File: src/rtl/pc_ir_status_unit.sv
// PC / IR / status datapath for the LEGv8 control loop; all state updates one cycle after the commanding word.
// No pipelining and no backpressure: every control word is executed on the edge that samples it.
module pc_ir_status_unit #(
  parameter logic [63:0] RESET_VECTOR = 64'h0
) (
  input  logic        clock,
  input  logic        reset,
  input  logic [33:0] control_word,
  input  logic [63:0] constant,
  input  logic [63:0] reg_A,
  input  logic [63:0] mem_data,
  input  logic [3:0]  alu_status,
  output logic [63:0] PC,
  output logic [63:0] PC4,
  output logic [31:0] I,
  output logic [63:0] IR_PC,
  output logic [4:0]  status,
  output logic [31:0] retired,
  output logic        align_fault
);

  logic [1:0]  ps;
  logic        pcsel;
  logic        il;
  logic        sl;

  logic [63:0] pc_q, pc_d;
  logic [31:0] ir_q, ir_d;
  logic [63:0] ir_pc_q, ir_pc_d;
  logic [3:0]  flags_q, flags_d;
  logic [31:0] retired_q, retired_d;
  logic        align_fault_q, align_fault_d;

  logic [63:0] branch_tgt;
  logic        unused_bits;

  assign ps    = control_word[30:29];
  assign pcsel = control_word[28];
  assign il    = control_word[26];
  assign sl    = control_word[25];

  assign unused_bits = ^{control_word[33:31], control_word[27], control_word[24:0],
                         mem_data[63:32], constant[63:62]};

  // Branch base is the address of the instruction in I, not the already-advanced PC.
  assign branch_tgt = ir_pc_q + {constant[61:0], 2'b00};

  always_comb begin
    pc_d          = pc_q;
    ir_d          = ir_q;
    ir_pc_d       = ir_pc_q;
    flags_d       = flags_q;
    retired_d     = retired_q;
    align_fault_d = align_fault_q;

    case (ps)
      2'b00: pc_d = pc_q;
      2'b01: pc_d = pc_q + 64'd4;
      2'b10: begin
        if (pcsel) begin
          pc_d = branch_tgt;
        end else begin
          pc_d = {reg_A[63:2], 2'b00};
          if (reg_A[1:0] != 2'b00) align_fault_d = 1'b1;
        end
      end
      default: pc_d = branch_tgt;
    endcase

    if (il) begin
      ir_d      = mem_data[31:0];
      ir_pc_d   = pc_q;
      retired_d = retired_q + 32'd1;
    end

    if (sl) flags_d = alu_status;
  end

  always_ff @(posedge clock) begin
    if (reset) begin
      pc_q          <= RESET_VECTOR;
      ir_q          <= 32'd0;
      ir_pc_q       <= 64'd0;
      flags_q       <= 4'd0;
      retired_q     <= 32'd0;
      align_fault_q <= 1'b0;
    end else begin
      pc_q          <= pc_d;
      ir_q          <= ir_d;
      ir_pc_q       <= ir_pc_d;
      flags_q       <= flags_d;
      retired_q     <= retired_d;
      align_fault_q <= align_fault_d;
    end
  end

  assign PC          = pc_q;
  assign PC4         = ir_pc_q + 64'd4;
  assign I           = ir_q;
  assign IR_PC       = ir_pc_q;
  assign status      = {flags_q, alu_status[0]};
  assign retired     = retired_q;
  assign align_fault = align_fault_q;

endmodule
File: config.mk
export PLATFORM = sky130hd
export DESIGN_NAME = pc_ir_status_unit
export DESIGN_NICKNAME = d
export VERILOG_FILES = /design/src/rtl/pc_ir_status_unit.sv
export SDC_FILE = /design/constraint.sdc
export NUM_CORES = 1
export LEC_CHECK = 0
export BUFFER_PORTS_ARGS = -buffer_cell sky130_fd_sc_hd__buf_2
export CAP_MARGIN = 10
export CORE_AREA = 2 2 194 196
export DETAILED_ROUTE_END_ITERATION = 8
export DIE_AREA = 0 0 196 198
export PLACE_DENSITY = 0.67
export SLEW_MARGIN = 20
export SYNTH_ARGS = -nofsm -noshare
export SYNTH_HDL_FRONTEND = slang
export SYNTH_SLANG_ARGS = --single-unit
File: constraint.sdc
create_clock -name clock -period 3 [get_ports clock]
set_clock_uncertainty 0.2 [all_clocks]
set_input_delay 0.6 -clock clock [delete_from_list [all_inputs] [get_ports clock]]
set_output_delay 0.6 -clock clock [all_outputs]
set_load 0.1 [all_outputs]
==> insert_results.sql <==
INSERT INTO impl_metrics (metric_group, metric, value, unit) VALUES
('status', 'outcome', 'complete, but fails checks', ''),
('status', 'violations', 'negative setup slack', ''),
('synthesis', 'synth.top_cell.area_share', '0.277', ''),
('timing', 'grt_setup_unrepaired', 'true', ''),
('clock_network', 'clkSlewWorstSetupHoldPaths', '0.09', 'ns'),
('placed_design', 'numPortBuffers', '430', ''),
('critical_path', 'critPathLaunchType', 'flop', ''),
('clock_network', 'cts-htree-levels', '4', ''),
('power', 'power-per-cell-area', '412', 'nW/µm²'),
('critical_path', 'timing.critical_path.required', '2.20', 'ns'),
('synthesis', 'postSynth.topFlopCell', 'sky130_fd_sc_hd__dfxtp_1', ''),
('finish', 'num-nets-final', '2851', ''),
('finish', 'layout-drive-gt1-share', '0.448', ''),
('grt', 'grt_overflow_total', '0', ''),
('critical_path', 'worst-setup-path-type', 'reg -> out', ''),
('grt', 'grt-busiest-layer', 'met2', ''),
('finish', 'layout_common_cells', 'sky130_fd_sc_hd__buf_2 (375), sky130_fd_sc_hd__buf_4 (316), sky130_fd_sc_hd__nor2_1 (222)', ''),
('placed_design', 'place_congestion', '0.980', ''),
('floorplanning', 'core_area', '37000', 'µm²'),
('clock_network', 'tritoncts_clock_tree', 'yes', ''),
('synthesis', 'synthesis.instances', '1858', ''),
('clock_network', 'max-clock-path-buffers', '2', ''),
('finish', 'area_delta_synth_final', '64.3', '%'),
('critical_path', 'critPathMaxStageDelay', '0.36', 'ns'),
('synthesis', 'synth.yosys.seq_area_share', '0.277', ''),
('synthesis', 'synth-edff-count', '0', ''),
('timing', 'hold_violations', '0', ''),
('clock_network', 'tritoncts_num_sinks', '197', ''),
('floorplanning', 'row_count', '71', ''),
('synthesis', 'yosys_register_bits', '197', ''),
('power', 'cellLeakagePower', '10.8', 'nW'),
('critical_path', 'path_max_fanout', '4', ''),
('clock_network', 'clock_latency_on_the_worst_skew_pair', '0.46', 'ns'),
('critical_path', 'worst_ep_arrival_time', '3.12', 'ns'),
('route', 'routedWlPerCell', '20.3', 'µm'),
('flow_run', 'maxCapViolations', '0', ''),
('route', 'route.final.wire_length', '61.7', 'mm'),
('finish', 'mostFrequentLayoutCell', 'sky130_fd_sc_hd__buf_2', ''),
('timing', 'setup_violations', '50', ''),
('synthesis', 'synthArstFlopShare', '0', ''),
('placed_design', 'place.detailed.hpwl', '47.3', 'mm'),
('floorplanning', 'chipHeight', '198', 'µm'),
('grt', 'gr_util_all_layers', '0.306', ''),
('floorplanning', 'die_w', '196', 'µm'),
('route', 'route.detailed.vias_per_inst', '5.66', ''),
('grt', 'global_route.usage.met2', '0.527', ''),
('grt', 'grt_start_max_net_pins', '98', ''),
('timing', 'timing.final.crit_period', '3.92', 'ns'),
('critical_path', 'endpoint_class_of_the_critical_path', 'primary output', ''),
('floorplanning', 'effective_utilization_at_floorplan', '0.385', ''),
('timing', 'max_clock_freq', '0.255', 'GHz'),
('synthesis', 'syn_area_per_cell', '7.66', 'µm²'),
('hold_path', 'hold_class', 'in -> reg', ''),
('timing', 'worst_slew_margin_rel', '0.384', ''),
('synthesis', 'synth_warnings', '0', ''),
('placed_design', 'number_of_placed_instances_taps_included', '2983', ''),
('grt', 'grt_pass1_vias', '16808', ''),
('synthesis', 'synthTopCellsByArea', 'sky130_fd_sc_hd__dfxtp_1 (28%), sky130_fd_sc_hd__xnor2_1 (8.0%), sky130_fd_sc_hd__mux2i_1 (7.2%)', ''),
('timing', 'fin_crit_sh', '1.31', ''),
('route', 'num_vias', '17190', ''),
('clock_network', 'clockRootBuffer', 'sky130_fd_sc_hd__clkbuf_16', ''),
('timing', 'post-route-worst-setup-slack', '-0.925', 'ns'),
('timing', 'worst_slew_pin_slew', '0.923', 'ns'),
('synthesis', 'synth_cell_types', '70', ''),
('finish', 'register_area', '4170', 'µm²'),
('timing', 'drv_slew', '0', ''),
('synthesis', 'post_synth_instance_area', '14200', 'µm²'),
('route', 'detail_route.first_pass.iterations', '5', ''),
('floorplanning', 'floorplan.io_pins', '494', ''),
('finish', 'stdcell_count', '3038', ''),
('power', 'vdd_ir_drop_max', '0.449', 'mV');
synthesized netlist by cell type, drive strengths merged, types with 6 or more instances:
library cell  number
o21ai            121
a221o              6
nand4             65
nor4               8
a221oi            40
ha                67
nor2             232
clkbuf            88
and2              21
nand3             80
inv               45
dfxtp            197
mux2i            103
and3              43
buf               30
a21oi            136
o21a              16
xnor2            130
o21bai            15
or3               18
a21o              27
nor2b              8
a211oi             6
nor3              38
and4              15
xor2              53
a21boi            10
o211ai            12
a31oi              8
nand2            155
worst max-delay path, delay by kind of cell (launching register included):
family,cells,cell delay (ns)
flip-flops,1,0.36
XOR/XNOR,1,0.26
AND/OR/NAND/NOR,6,1.38
buffers and inverters,4,0.65
through the flow:
| step | utilization | power, mW | cell area, µm² | hold WS [ns] | setup WS [ns] |
|---|---|---|---|---|---|
| final | 0.633 | 9.63 | 23400 | 0.169 | -0.925 |
| after global routing | 0.633 | 10.0 | 23400 | 0.167 | -1.04 |
| after CTS | 0.614 | 9.53 | 22700 | 0.150 | -0.889 |
| after detailed placement | 0.575 | 7.04 | 21300 | 0.252 | -0.576 |
| after global placement | 0.575 | 6.99 | 21300 | 0.236 | -0.564 |
| after floorplan | - | 5.78 | 15600 | 0.471 | -0.768 |
final timing paths:
check,from,endpoint,slack (ns),cells past startpoint
max,IR_PC[13],PC4[57],-0.92,11
min,mem_data[27],I[27],0.17,3
max reg2reg,IR_PC[2],PC[56],-0.06,15
min reg2reg,align_fault,align_fault,0.27,2
report_power, final:
part | total (mW) | leakage, nW | switching [mW] | internal (mW)
registers | 2.99 | 1.66 | 0.215 | 2.77
logic | 4.22 | 8.83 | 2.88 | 1.34
clock network | 2.42 | 0.298 | 1.24 | 1.18
state kept, by name, summed over array words and instances, names as in the netlist:
name / flops
I: 32
IR_PC: 64
PC: 64
align_fault: 1
flags_q: 4
retired: 32
area by class of cell:
| class | instances | share of cell area |
|---|---|---|
| clock buffer | 19 | 0.0194 |
| clock inverter | 13 | 0.00653 |
| inverter | 46 | 0.00749 |
| multi-input combinational | 1497 | 0.509 |
| sequential | 197 | 0.178 |
| tap | 474 | 0.0254 |
| timing repair buffer | 792 | 0.253 |
per-layer routing:
metal / share of wire / wire length, µm / vias up
li1: - / - / 8066
met1: 0.40 / 24800 / 8172
met2: 0.48 / 29900 / 803
met3: 0.077 / 4750 / 139
met4: 0.036 / 2220 / 10
met5: 0.00089 / 55 / -
what timing repair did:
item	CTS	global route
pin swaps	75	92
buffers inserted	19	18
setup endpoints to repair	80	88
resized for setup	142	143
hold buffers	0	0
cells by family after synthesis:
group | Yosys count | share of synthesized area
and+or+nand+nor | 696 | 0.234
AOI/OAI and AO/OA | 445 | 0.197
DFF | 197 | 0.277
xor gates and xnor gates | 183 | 0.113
buffers and inverters | 164 | 0.0452
muxes | 105 | 0.0740
adders and majority gates | 68 | 0.0603
Power figures use the tool's default switching activity.
